<file path="src/rtl/mmio_timer_pkg.sv">
// Shared constants, register selectors and byte-merge helper for the MMIO machine timer.
package mmio_timer_pkg;

    localparam logic [31:0] MMIO_TIMER_BASE = 32'hFF00_0080;

    localparam logic [3:0] MMIO_TIMER_MTIME_LO    = 4'h0;
    localparam logic [3:0] MMIO_TIMER_MTIME_HI    = 4'h4;
    localparam logic [3:0] MMIO_TIMER_MTIMECMP_LO = 4'h8;
    localparam logic [3:0] MMIO_TIMER_MTIMECMP_HI = 4'hC;

    // Word selector is addr[3:2]; encodings follow the offsets above.
    typedef enum logic [1:0] {
        REG_MTIME_LO    = 2'd0,
        REG_MTIME_HI    = 2'd1,
        REG_MTIMECMP_LO = 2'd2,
        REG_MTIMECMP_HI = 2'd3
    } reg_sel_e;

    function automatic logic [31:0] merge_bytes(input logic [31:0] old_w,
                                                input logic [31:0] new_w,
                                                input logic [3:0]  mask);
        logic [31:0] r;
        r = old_w;
        for (int i = 0; i < 4; i++) begin
            if (mask[i]) r[8*i +: 8] = new_w[8*i +: 8];
        end
        return r;
    endfunction

endpackage

</file>
<file path="src/rtl/mmio_timer_if.sv">
// MMIO load/store bus and the CSR-facing timer register view.
interface IF_MMIO;
    logic        we;
    logic [31:0] waddr;
    logic [31:0] wdata;
    logic [3:0]  wmask;
    logic        re;
    logic [31:0] raddr;
    logic [1:0]  rsize;
    logic [31:0] rdata;
    logic        rbusy;
    logic        wbusy;

    modport MEM  (input  we, waddr, wdata, wmask, re, raddr, rsize,
                  output rdata, rbusy, wbusy);
    modport HOST (output we, waddr, wdata, wmask, re, raddr, rsize,
                  input  rdata, rbusy, wbusy);
endinterface

interface IF_CSR_MMIO;
    logic [63:0] mtime;
    logic [63:0] mtimecmp;

    modport MMIO (output mtime, mtimecmp);
    modport CSR  (input  mtime, mtimecmp);
endinterface

</file>
<file path="src/rtl/mmio_timer_tick_gen.sv">
// Prescaler: single-cycle tick every DIV clocks (DIV = 1 ticks every cycle).
module tick_gen #(
    parameter int unsigned DIV = 1
) (
    input  logic clk_i,
    input  logic rst_ni,
    output logic tick_o
);
    localparam logic [15:0] LAST = 16'(DIV - 1);

    logic [15:0] cnt_q, cnt_d;

    assign tick_o = (cnt_q == LAST);
    assign cnt_d  = tick_o ? 16'd0 : cnt_q + 16'd1;

    always_ff @(posedge clk_i) begin
        if (!rst_ni) cnt_q <= 16'd0;
        else         cnt_q <= cnt_d;
    end

endmodule

</file>
<file path="src/rtl/mmio_timer.sv">
// Memory-mapped mtime/mtimecmp with byte-masked stores, sized loads and a registered timer IRQ.
module mmio_timer
    import mmio_timer_pkg::*;
#(
    parameter logic [31:0] BASE_ADDR = MMIO_TIMER_BASE,
    parameter int unsigned TICK_DIV  = 1
) (
    input  logic     clk,
    input  logic     rst,
    IF_MMIO.MEM      mmio,
    IF_CSR_MMIO.MMIO csrIF,
    output logic     OUT_timerIRQ
);
    logic        tick;
    logic [63:0] mtime_q, mtime_d;
    logic [63:0] mtimecmp_q, mtimecmp_d;
    logic [31:0] rdata_q, rdata_d;
    logic        irq_q, rbusy_q, wbusy_q;
    logic        w_acc, r_acc;
    reg_sel_e    w_sel, r_sel;
    logic [31:0] r_word, r_shift;

    tick_gen #(.DIV(TICK_DIV)) u_tick_gen (
        .clk_i  (clk),
        .rst_ni (rst),
        .tick_o (tick)
    );

    always_comb begin
        w_acc = mmio.we && !wbusy_q && (mmio.waddr[31:4] == BASE_ADDR[31:4]);
        r_acc = mmio.re && !rbusy_q && (mmio.raddr[31:4] == BASE_ADDR[31:4]);
        w_sel = reg_sel_e'(mmio.waddr[3:2]);
        r_sel = reg_sel_e'(mmio.raddr[3:2]);

        // A store to either mtime half replaces the whole increment for that cycle.
        mtime_d    = tick ? mtime_q + 64'd1 : mtime_q;
        mtimecmp_d = mtimecmp_q;
        if (w_acc) begin
            case (w_sel)
                REG_MTIME_LO:    mtime_d    = {mtime_q[63:32], merge_bytes(mtime_q[31:0], mmio.wdata, mmio.wmask)};
                REG_MTIME_HI:    mtime_d    = {merge_bytes(mtime_q[63:32], mmio.wdata, mmio.wmask), mtime_q[31:0]};
                REG_MTIMECMP_LO: mtimecmp_d = {mtimecmp_q[63:32], merge_bytes(mtimecmp_q[31:0], mmio.wdata, mmio.wmask)};
                REG_MTIMECMP_HI: mtimecmp_d = {merge_bytes(mtimecmp_q[63:32], mmio.wdata, mmio.wmask), mtimecmp_q[31:0]};
                default:         mtimecmp_d = mtimecmp_q;
            endcase
        end

        r_word = mtime_q[31:0];
        case (r_sel)
            REG_MTIME_LO:    r_word = mtime_q[31:0];
            REG_MTIME_HI:    r_word = mtime_q[63:32];
            REG_MTIMECMP_LO: r_word = mtimecmp_q[31:0];
            REG_MTIMECMP_HI: r_word = mtimecmp_q[63:32];
            default:         r_word = mtime_q[31:0];
        endcase
        r_shift = r_word >> {mmio.raddr[1:0], 3'b000};
        case (mmio.rsize)
            2'd0:    rdata_d = {24'd0, r_shift[7:0]};
            2'd1:    rdata_d = {16'd0, r_shift[15:0]};
            default: rdata_d = r_shift;
        endcase
    end

    always_ff @(posedge clk) begin
        if (!rst) begin
            mtime_q    <= 64'd0;
            mtimecmp_q <= {64{1'b1}};
            rdata_q    <= 32'd0;
            irq_q      <= 1'b0;
            rbusy_q    <= 1'b1;
            wbusy_q    <= 1'b1;
        end else begin
            mtime_q    <= mtime_d;
            mtimecmp_q <= mtimecmp_d;
            if (r_acc) rdata_q <= rdata_d;
            irq_q      <= (mtime_q >= mtimecmp_q);
            rbusy_q    <= 1'b0;
            wbusy_q    <= 1'b0;
        end
    end

    assign mmio.rdata     = rdata_q;
    assign mmio.rbusy     = rbusy_q;
    assign mmio.wbusy     = wbusy_q;
    assign csrIF.mtime    = mtime_q;
    assign csrIF.mtimecmp = mtimecmp_q;
    assign OUT_timerIRQ   = irq_q;

endmodule

</file>
<file path="src/flat_wrapper.sv">
// flat-port wrapper written by rule: the top's interface ports become plain ports
module mmio_timer_flat import mmio_timer_pkg::*;
#(
    parameter logic [31:0] BASE_ADDR = MMIO_TIMER_BASE,
    parameter int unsigned TICK_DIV  = 1
)
  (clk, rst, OUT_timerIRQ, mmio_we, mmio_waddr, mmio_wdata, mmio_wmask, mmio_re, mmio_raddr, mmio_rsize, mmio_rdata, mmio_rbusy, mmio_wbusy, csrIF_mtime, csrIF_mtimecmp);
  IF_MMIO mmio_i ();
  IF_CSR_MMIO csrIF_i ();
  input  logic clk;
  input  logic rst;
  output logic OUT_timerIRQ;
  input wire logic [$bits(mmio_i.we)-1:0] mmio_we;
  input wire logic [$bits(mmio_i.waddr)-1:0] mmio_waddr;
  input wire logic [$bits(mmio_i.wdata)-1:0] mmio_wdata;
  input wire logic [$bits(mmio_i.wmask)-1:0] mmio_wmask;
  input wire logic [$bits(mmio_i.re)-1:0] mmio_re;
  input wire logic [$bits(mmio_i.raddr)-1:0] mmio_raddr;
  input wire logic [$bits(mmio_i.rsize)-1:0] mmio_rsize;
  output wire logic [$bits(mmio_i.rdata)-1:0] mmio_rdata;
  output wire logic [$bits(mmio_i.rbusy)-1:0] mmio_rbusy;
  output wire logic [$bits(mmio_i.wbusy)-1:0] mmio_wbusy;
  output wire logic [$bits(csrIF_i.mtime)-1:0] csrIF_mtime;
  output wire logic [$bits(csrIF_i.mtimecmp)-1:0] csrIF_mtimecmp;
  assign mmio_i.we = mmio_we;
  assign mmio_i.waddr = mmio_waddr;
  assign mmio_i.wdata = mmio_wdata;
  assign mmio_i.wmask = mmio_wmask;
  assign mmio_i.re = mmio_re;
  assign mmio_i.raddr = mmio_raddr;
  assign mmio_i.rsize = mmio_rsize;
  assign mmio_rdata = mmio_i.rdata;
  assign mmio_rbusy = mmio_i.rbusy;
  assign mmio_wbusy = mmio_i.wbusy;
  assign csrIF_mtime = csrIF_i.mtime;
  assign csrIF_mtimecmp = csrIF_i.mtimecmp;
  mmio_timer #(.BASE_ADDR(BASE_ADDR), .TICK_DIV(TICK_DIV)) u_core (.clk(clk), .rst(rst), .mmio(mmio_i), .csrIF(csrIF_i), .OUT_timerIRQ(OUT_timerIRQ));
endmodule
</file>
<file path="config.mk">
export PLATFORM = sky130hd
export DESIGN_NAME = mmio_timer_flat
export DESIGN_NICKNAME = d
export VERILOG_FILES = /design/src/rtl/mmio_timer_pkg.sv /design/src/rtl/mmio_timer_if.sv /design/src/rtl/mmio_timer_tick_gen.sv /design/src/rtl/mmio_timer.sv /design/src/flat_wrapper.sv
export SDC_FILE = /design/constraint.sdc
export NUM_CORES = 1
export LEC_CHECK = 0
export BUFFER_PORTS_ARGS = -buffer_cell sky130_fd_sc_hd__buf_2
export CAP_MARGIN = 10
export CORE_MARGIN = 2
export CORE_UTILIZATION = 40
export CTS_BUF_LIST = sky130_fd_sc_hd__clkbuf_8
export DETAILED_ROUTE_END_ITERATION = 10
export SLEW_MARGIN = 10
export SYNTH_ARGS = -nofsm -noshare
export SYNTH_HDL_FRONTEND = slang
export SYNTH_SLANG_ARGS = --single-unit
</file>
<file path="constraint.sdc">
create_clock -name clk -period 3.5 [get_ports clk]
set_clock_uncertainty 0.05 [all_clocks]
set_input_delay 0.175 -clock clk [delete_from_list [all_inputs] [get_ports clk]]
set_output_delay 0.175 -clock clk [all_outputs]
set_load 0.01 [all_outputs]
</file>
# == Word-level counts from Yosys, hierarchy flattened ==
# Index checks and enable logic that the tools add are counted.
# classes
addsub,2
order_cmp,1
eq_ne,19
shifts,1
muxes,11
bitwise_logic,3
n_reduce_logical,26
# ops
cell,count
$pmux W64 S2,2
$mux W64,2
$pmux W32 S4,1
$add A64 B1 Y64 const B,1
$ge A64 B64 Y1,1
$pmux W32 S2,1
$eq A28 B28 Y1 const B,2
$mux W8,4
$reduce_and A4 Y1,8
$shr A32 B5 Y32,1
$ne A3 B3 Y1 const B,8
$add A16 B1 Y16 const B,1
$logic_not A16 Y1,1
$reduce_and A2 Y1,8
$eq A2 B2 Y1 const B,4
$eq A2 B1 Y1 const B,3
$logic_not A2 Y1,3
$logic_and A1 B1 Y1,4
$ne A2 B2 Y1 const B,2
$not A1 Y1,3
$reduce_or A2 Y1,1
$logic_not A1 Y1,1
$mux W1,1
# totals
register_bits,178
input_bits,106
output_inout_bits,163

# == Logic depth before layout (Yosys ltp) ==
# Gate-level depths: netlist (run 1).
# depth
ltp_word,5
ltp_mapped,10
mapped_depth_nobuf,8

# == By module ==
# From an unflattened synthesis (run 1), not the netlist that was laid out.
# unflattened
cells_unflattened,1320
hier_area_um2,11136.9
# by_module_without_submodules
mod,instances,cells_per_inst,area_each_um2,seq_area_each_um2
mmio_timer,1,1236,10338.7,3243.1
tick_gen,1,84,798.3,320.3

# == Worst setup path before layout (run 1) ==
# OpenSTA, ideal clock, no wires.
# synth_timing
kind,register -> register
startpoint,"register, netlist name u_core.mmio.rbusy"
endpoint,register u_core.mtime_q[49] (netlist: u_core.csrIF.mtime[49])
setup_ns,0.123
arrival_time_ns,2.541
path_slack_ns,0.786
stages_incl_launch_ff,10
path_cell_list,dfxtp_1 or4_1 or4_1 buf_2 or3_1 buf_2 buf_6 or3_1 o311ai_1 nor2_1
# synth_lines
element,line_no,text
end signal: assignment,mmio_timer.sv:73,mtime_q <= mtime_d;
end: declaration,mmio_timer.sv:15,"logic [63:0] mtime_q, mtime_d;"

==> results of run 1 <==
## stage by stage
stage / total power, W / worst slack [ps]
after floorplan: 0.00225 / 786
after global placement: 0.00240 / 369
after detailed placement: 0.00240 / 333
after CTS: 0.00396 / 239
after global routing: 0.00407 / 81.1
final: 0.00396 / 197
## placed cells by master (no fill, tap or decap), types with 25 or more instances in the layout
master,instances
nor4_1,28
ha_1,67
o21ai_0,44
a211oi_1,25
a21oi_1,82
nor3_1,32
nand4_1,38
and3_1,25
nand2_1,171
mux4_2,32
mux2i_1,80
dfxtp_1,178
buf_4,55
inv_1,81
nand3_1,43
buf_2,266
a31oi_1,28
dlygate4sd3_1,35
nor2_1,108
## routing by layer
layer	wire length [um]	vias up	track usage
met2	19600	541	0.456
met1	18400	5664	0.391
met4	1130	0	0.0917
li1	-	5624	-
met3	4000	81	0.0616
met5	0	-	0
## cell type report
cell class | instances | area (um^2) | area share
clock buffer | 17 | 234 | 0.0167
clock inverter | 15 | 181 | 0.0129
inverter | 81 | 304 | 0.0217
multi-input combinational | 1018 | 7120 | 0.508
sequential | 178 | 3560 | 0.254
tap | 378 | 473 | 0.0338
timing repair buffer | 358 | 2130 | 0.152
## power by group
group | internal, W | switching, W
Sequential | 0.00203 | 0.00000820
Combinational | 0.000142 | 0.000213
Clock | 0.000715 | 0.000850
## how the worst min path moves through the flow
stage / endpoint / slack (ps) / start / cells after the start
global placement: u_core.csrIF.mtime[45]$_SDFFE_PN0P_ / 400 / mmio_wdata[13] / 3
finish: u_core.csrIF.mtime[35]$_SDFFE_PN0P_ / 110 / mmio_wmask[0] / 3
global route: u_core.csrIF.mtime[35]$_SDFFE_PN0P_ / 170 / mmio_wmask[0] / 3
CTS: u_core.csrIF.mtime[35]$_SDFFE_PN0P_ / 100 / mmio_wmask[0] / 3
detailed placement: u_core.csrIF.mtime[45]$_SDFFE_PN0P_ / 400 / mmio_wdata[13] / 3
floorplan: u_core.csrIF.mtimecmp[0]$_SDFFE_PN1P_ / 250 / mmio_wdata[0] / 2
## cell usage after synthesis (all sizes together), types with 13 or more instances
master / count / area share
nand2: 171 / 0.057
nand4: 46 / 0.030
mux4: 32 / 0.064
and2: 14 / 0.0077
dfxtp: 178 / 0.31
and3: 25 / 0.014
nor2: 112 / 0.039
nor3: 34 / 0.016
a31oi: 28 / 0.015
buf: 24 / 0.012
nand3: 43 / 0.019
nor4: 28 / 0.015
ha: 67 / 0.074
mux2i: 80 / 0.071
or4: 14 / 0.0093
or3: 13 / 0.0072
inv: 81 / 0.027
o21ai: 49 / 0.022
a21oi: 87 / 0.041
a211oi: 27 / 0.019
clkbuf: 54 / 0.018
## critical path, stage by stage (launching register included)
cell           delay (ps)
dfxtp_1               340
or4_1                 520
or4_1                 690
nor2_2                160
buf_4                 240
nand4_2               190
buf_4                 230
mux2i_1               140
nand2_1                70
dlygate4sd3_1         570
## state kept, by name (all words and copies together) (netlist names)
name / cells
u_core.csrIF.mtimecmp: 64
u_core.u_tick_gen.cnt_q: 16
u_core.csrIF.mtime: 64
u_core.mmio.rdata: 32
u_core.OUT_timerIRQ: 1
u_core.mmio.rbusy: 1
## kinds of logic (layout without fill, tap and decap cells)
family | Yosys count | after routing | share of synthesized area
and+or+nand+nor | 540 | 540 | 0.241
AOI/OAI and AO/OA | 284 | 284 | 0.167
DFF | 178 | 178 | 0.315
buffers and inverters | 159 | 471 | 0.0565
muxes | 113 | 113 | 0.135
adders and majority gates | 67 | 67 | 0.0740
xor gates and xnor gates | 14 | 14 | 0.0108
## what timing repair did
action / in CTS / in global routing
buffers inserted: 0 / 0
hold endpoints to repair: 86 / 0
hold buffers: 35 / 0
==> impl_metrics.csv, run 1 <==
group,metric,value,unit
floorplanning,start_util,0.406,
timing,hold_violations,0,
placement,io_buffers,266,
logic_synthesis,ys_ff_latch,178,
logic_synthesis,ys_warn_count,0,
grt,grt_max_degree,48,
detailed_routing,finalWirelength,43.2,mm
pwr,p_leak,6.70,nW
floorplanning,floorplan.die_area,0.0297,mm^2
floorplanning,die_y,172,um
grt,antenna_found_initial,0,
grt,grt_usage,0.287,
logic_synthesis,yosysSeqAreaShare,0.315,
clock_tree,root_buffer,"clkbuf_8",
cells_and_area,diodes,0,
detailed_routing,vias,11910,
critical_path,crit_fanout,8,
detailed_routing,route.antenna.remaining_nets,0,
grt,grt_pass1_vias,10838,
cells_and_area,num-nets-final,1827,
logic_synthesis,postSynth.asyncResetShare,0,
detailed_routing,drc,0,
clock_tree,clk_path_buf_depth,2,
critical_path,crit_arrival,3630,ps
timing,worst_slew_pin_slew,932,ps
placement,place.gp.congestion,0.935,
timing,drv_slew,0,
detailed_routing,drt_iter0_drc,1170,
clock_tree,cts_max_level,4,
pwr,peakVddDrop,0.178,mV
timing,period_share,0.944,
cells_and_area,fill_cells,2741,
critical_path,rr_worst_depth,9,
critical_path,worst_r2r_endpoint,"u_core.csrIF.mtimecmp[49]$_SDFFE_PN1P_",
clock_tree,cts_resized,0,
logic_synthesis,netlist_instances,1355,
cells_and_area,area_growth,23.7,%
floorplanning,fp-row-count,61,
timing,setup_violations,0,
run_status,status,"finished clean",
clock_tree,numCtsBuffers,17,
min_path,hold_class,"in -> reg",
clock_tree,clkSinkCount,178,
cells_and_area,final_cell_area,0.0140,mm^2
critical_path,crit_path_end,"u_core.csrIF.mtimecmp[49]$_SDFFE_PN1P_",
placement,place_area,0.0132,mm^2
critical_path,cp.required,3830,ps
placement,dpl.hpwl,32.9,mm
detailed_routing,vias_per_cell,5.82,
timing,grt_setup_unrepaired,"false",
cells_and_area,postLayoutCoreUtil,0.503,
grt,overflow,0,
critical_path,path_class,"reg -> reg",
floorplanning,core_area,0.0279,mm^2
critical_path,regToRegSetupSlack,200,ps
grt,grt_first_pass_wirelength,64.1,mm
pwr,p_per_area,282,mW/mm^2
detailed_routing,drt_first_pass_iters,6,
logic_synthesis,syn_avg_cell_area,8.36,um^2
clock_tree,insertion_delay,480,ps
clock_tree,clk_pin_slew,110,ps
floorplanning,die_x,172,um
logic_synthesis,yosysUniqueCellTypes,74,
logic_synthesis,synth.net_count,1528,
cells_and_area,layout-drive-gt1-share,0.248,
detailed_routing,wl_per_cell,21.1,um
critical_path,crit-reg2reg-launch,"u_core.mmio.rbusy$_DFF_P_",
critical_path,start_kind,"flop",
timing,min_period,3300,ps
critical_path,endpoint_kind,"flop",
timing,slew_headroom,0.378,
placement,placed_cells,1978,
job,drv_cap,0,
clock_tree,cts_tree,"yes",
timing,max_freq,0.303,GHz
logic_synthesis,synth_edf_count,0,
logic_synthesis,ys.flop_type,"dfxtp_1",
floorplanning,pin_count,269,
logic_synthesis,syn_area,0.0113,mm^2
timing,setup_tns,0,ps
cells_and_area,stdcell_count,2045,
timing,hold_ws,115,ps
critical_path,crit_start,"u_core.mmio.rbusy$_DFF_P_",
No activity file was read; power rests on OpenSTA's default activity.
==> inputs of run 2 (changes only) <==
--- a/config.mk
+++ b/config.mk
@@ -9,8 +9,8 @@
 export CAP_MARGIN = 10
 export CORE_MARGIN = 2
 export CORE_UTILIZATION = 40
-export CTS_BUF_LIST = sky130_fd_sc_hd__clkbuf_8
 export DETAILED_ROUTE_END_ITERATION = 10
+export REMOVE_ABC_BUFFERS = 1
 export SLEW_MARGIN = 10
 export SYNTH_ARGS = -nofsm -noshare
 export SYNTH_HDL_FRONTEND = slang
==> run 2 against run 1 <==
Clock power is 33% higher. Largest power group is now the clock network. Cell count is 0.83% lower. Critical endpoint is now u_core.csrIF.mtime[32]$_SDFFE_PN0P_. Highest routed layer unchanged. Clock-buffer cell count is 5 higher.
==> impl_metrics.csv, run 2 (synthesis results as in run 1) <==
group,metric,value,unit
run_status,status,"finished clean",
critical_path,worst_r2r_endpoint,"u_core.csrIF.mtime[32]$_SDFFE_PN0P_",
job,drv_cap,0,
timing,setup_tns,0,ps
timing,worst_slew_pin_slew,812,ps
min_path,hold_class,"in -> reg",
critical_path,crit_start,"u_core.mmio.rbusy$_DFF_P_",
placement,placed_cells,1966,
floorplanning,core_area,0.0279,mm^2
floorplanning,fp-row-count,61,
cells_and_area,num-nets-final,1808,
clock_tree,cts_resized,0,
critical_path,cp.required,3800,ps
critical_path,regToRegSetupSlack,380,ps
critical_path,path_class,"reg -> reg",
clock_tree,insertion_delay,440,ps
pwr,sequentialPowerShare,0.457,
grt,grt_pass1_vias,10997,
floorplanning,die_x,172,um
clock_tree,holdBufCountCts,28,
timing,slew_headroom,0.457,
cells_and_area,stdcell_count,2028,
detailed_routing,highest_layer,"met4",
timing,hold_violations,0,
pwr,power_frac_clock,0.464,
cells_and_area,fill_cells,2679,
grt,overflow,0,
placement,place.gp.congestion,0.984,
grt,antenna_found_initial,2,
floorplanning,start_util,0.406,
detailed_routing,route.met3.wl,3.24,mm
timing,setup_ws,382,ps
grt,grt_max_degree,57,
clock_tree,root_buffer,"clkbuf_16",
timing,max_freq,0.321,GHz
timing,min_period,3120,ps
pwr,p_switching,0.00109,W
pwr,power.total,0.00445,W
detailed_routing,drc,0,
floorplanning,die_y,172,um
critical_path,crit_arrival,3420,ps
cells_and_area,mostFrequentLayoutCell,"buf_2",
detailed_routing,drt_iter0_drc,971,
grt,grt_usage,0.282,
detailed_routing,vias,11868,
pwr,comb_power_share,0.080,
timing,grt_setup_unrepaired,"false",
detailed_routing,drt-met1-wl,18.4,mm
detailed_routing,finalWirelength,42.1,mm
timing,setup_violations,0,
detailed_routing,drt_first_pass_iters,5,
clock_tree,clk_path_buf_depth,2,
cells_and_area,final_cell_mix,"buf_2 (265), dfxtp_1 (178), nand2_1 (171)",
timing,period_share,0.891,
critical_path,endpoint_kind,"flop",
floorplanning,pin_count,269,
cells_and_area,multi_input_area,0.00712,mm^2
clock_tree,post-cts-setup-buffers,0,
timing,drv_slew,0,
cells_and_area,area_growth,24.3,%
floorplanning,floorplan.die_area,0.0297,mm^2
critical_path,rr_worst_depth,7,
critical_path,crit_fanout,35,
clock_tree,clkSinkCount,178,
pwr,netSwitchingFraction,0.245,
detailed_routing,vias_per_cell,5.85,
critical_path,crit-reg2reg-launch,"u_core.mmio.rbusy$_DFF_P_",
detailed_routing,route.antenna.remaining_nets,0,
critical_path,crit_path_end,"u_core.csrIF.mtime[32]$_SDFFE_PN0P_",
critical_path,start_kind,"flop",
clock_tree,cts_tree,"yes",
cells_and_area,layout-drive-gt1-share,0.243,
grt,grt_first_pass_wirelength,63.7,mm
placement,dpl.hpwl,32.1,mm
pwr,p_per_area,316,mW/mm^2
placement,io_buffers,266,
pwr,p_leak,6.71,nW
placement,place_ws,453,ps
cells_and_area,seqCellArea,0.00356,mm^2
detailed_routing,wl_per_cell,20.7,um
clock_tree,numCtsBuffers,17,
clock_tree,clk_pin_slew,70,ps
pwr,p_int,0.00336,W
pwr,peakVddDrop,0.219,mV
detailed_routing,routed-wl-met2,19.4,mm
clock_tree,cts_max_level,4,
-- run 2: worst min-delay path by stage --
stage                         startpoint                                      to  slack [ps]  cells after the start
after CTS                 mmio_wdata[28]  u_core.csrIF.mtimecmp[28]$_SDFFE_PN1P_           3                      3
after floorplan                      rst   u_core.csrIF.mtimecmp[0]$_SDFFE_PN1P_         190                      1
after detailed placement   mmio_wdata[1]  u_core.csrIF.mtimecmp[33]$_SDFFE_PN1P_         410                      3
final                      mmio_wdata[6]  u_core.csrIF.mtimecmp[38]$_SDFFE_PN1P_           8                      3
after global routing      mmio_wdata[22]  u_core.csrIF.mtimecmp[22]$_SDFFE_PN1P_           1                      3
after global placement     mmio_wdata[1]   u_core.csrIF.mtimecmp[1]$_SDFFE_PN1P_         400                      3
-- run 2: area by class of cell --
type                    count  area share
inverters                  81      0.0216
well taps                 378      0.0336
multi-input cells        1018       0.506
diodes                      2    0.000355
repair buffers            339       0.141
flip-flops and latches    178       0.253
clock buffers              22      0.0337
clock inverters            10      0.0106
-- run 2: power groups by stage --
| stage | sequential (W) | clock (W) | combinational [W] |
|---|---|---|---|
| after floorplan | 0.00208 | 0 | 0.000111 |
| after global placement | 0.00208 | 0 | 0.000322 |
| after detailed placement | 0.00208 | 0 | 0.000324 |
| after CTS | 0.00203 | 0.00209 | 0.000349 |
| after global routing | 0.00203 | 0.00217 | 0.000377 |
| final | 0.00203 | 0.00207 | 0.000355 |
-- run 2: per-layer routing --
| metal | GRT usage | vias to the layer above |
|---|---|---|
| li1 | - | 5599 |
| met1 | 0.375 | 5695 |
| met2 | 0.464 | 508 |
| met3 | 0.0490 | 66 |
| met4 | 0.0943 | 0 |
| met5 | 0 | - |
-- run 2: through the flow --
step	hold slack, ps	utilization	area [um^2]
finish	7.65	0.505	14100
global route	1.06	0.505	14100
CTS	2.73	0.505	14100
detailed placement	411	0.473	13200
global placement	404	0.473	13200
floorplan	187	-	11000
-- run 2: worst max-delay path: stages, from the launching register on --
cell      delay (ps)
dfxtp_1          330
or4_1            510
or4_1            620
or3_2            680
buf_12           240
nand3_1          220
o311ai_0         160
a31oi_1          200
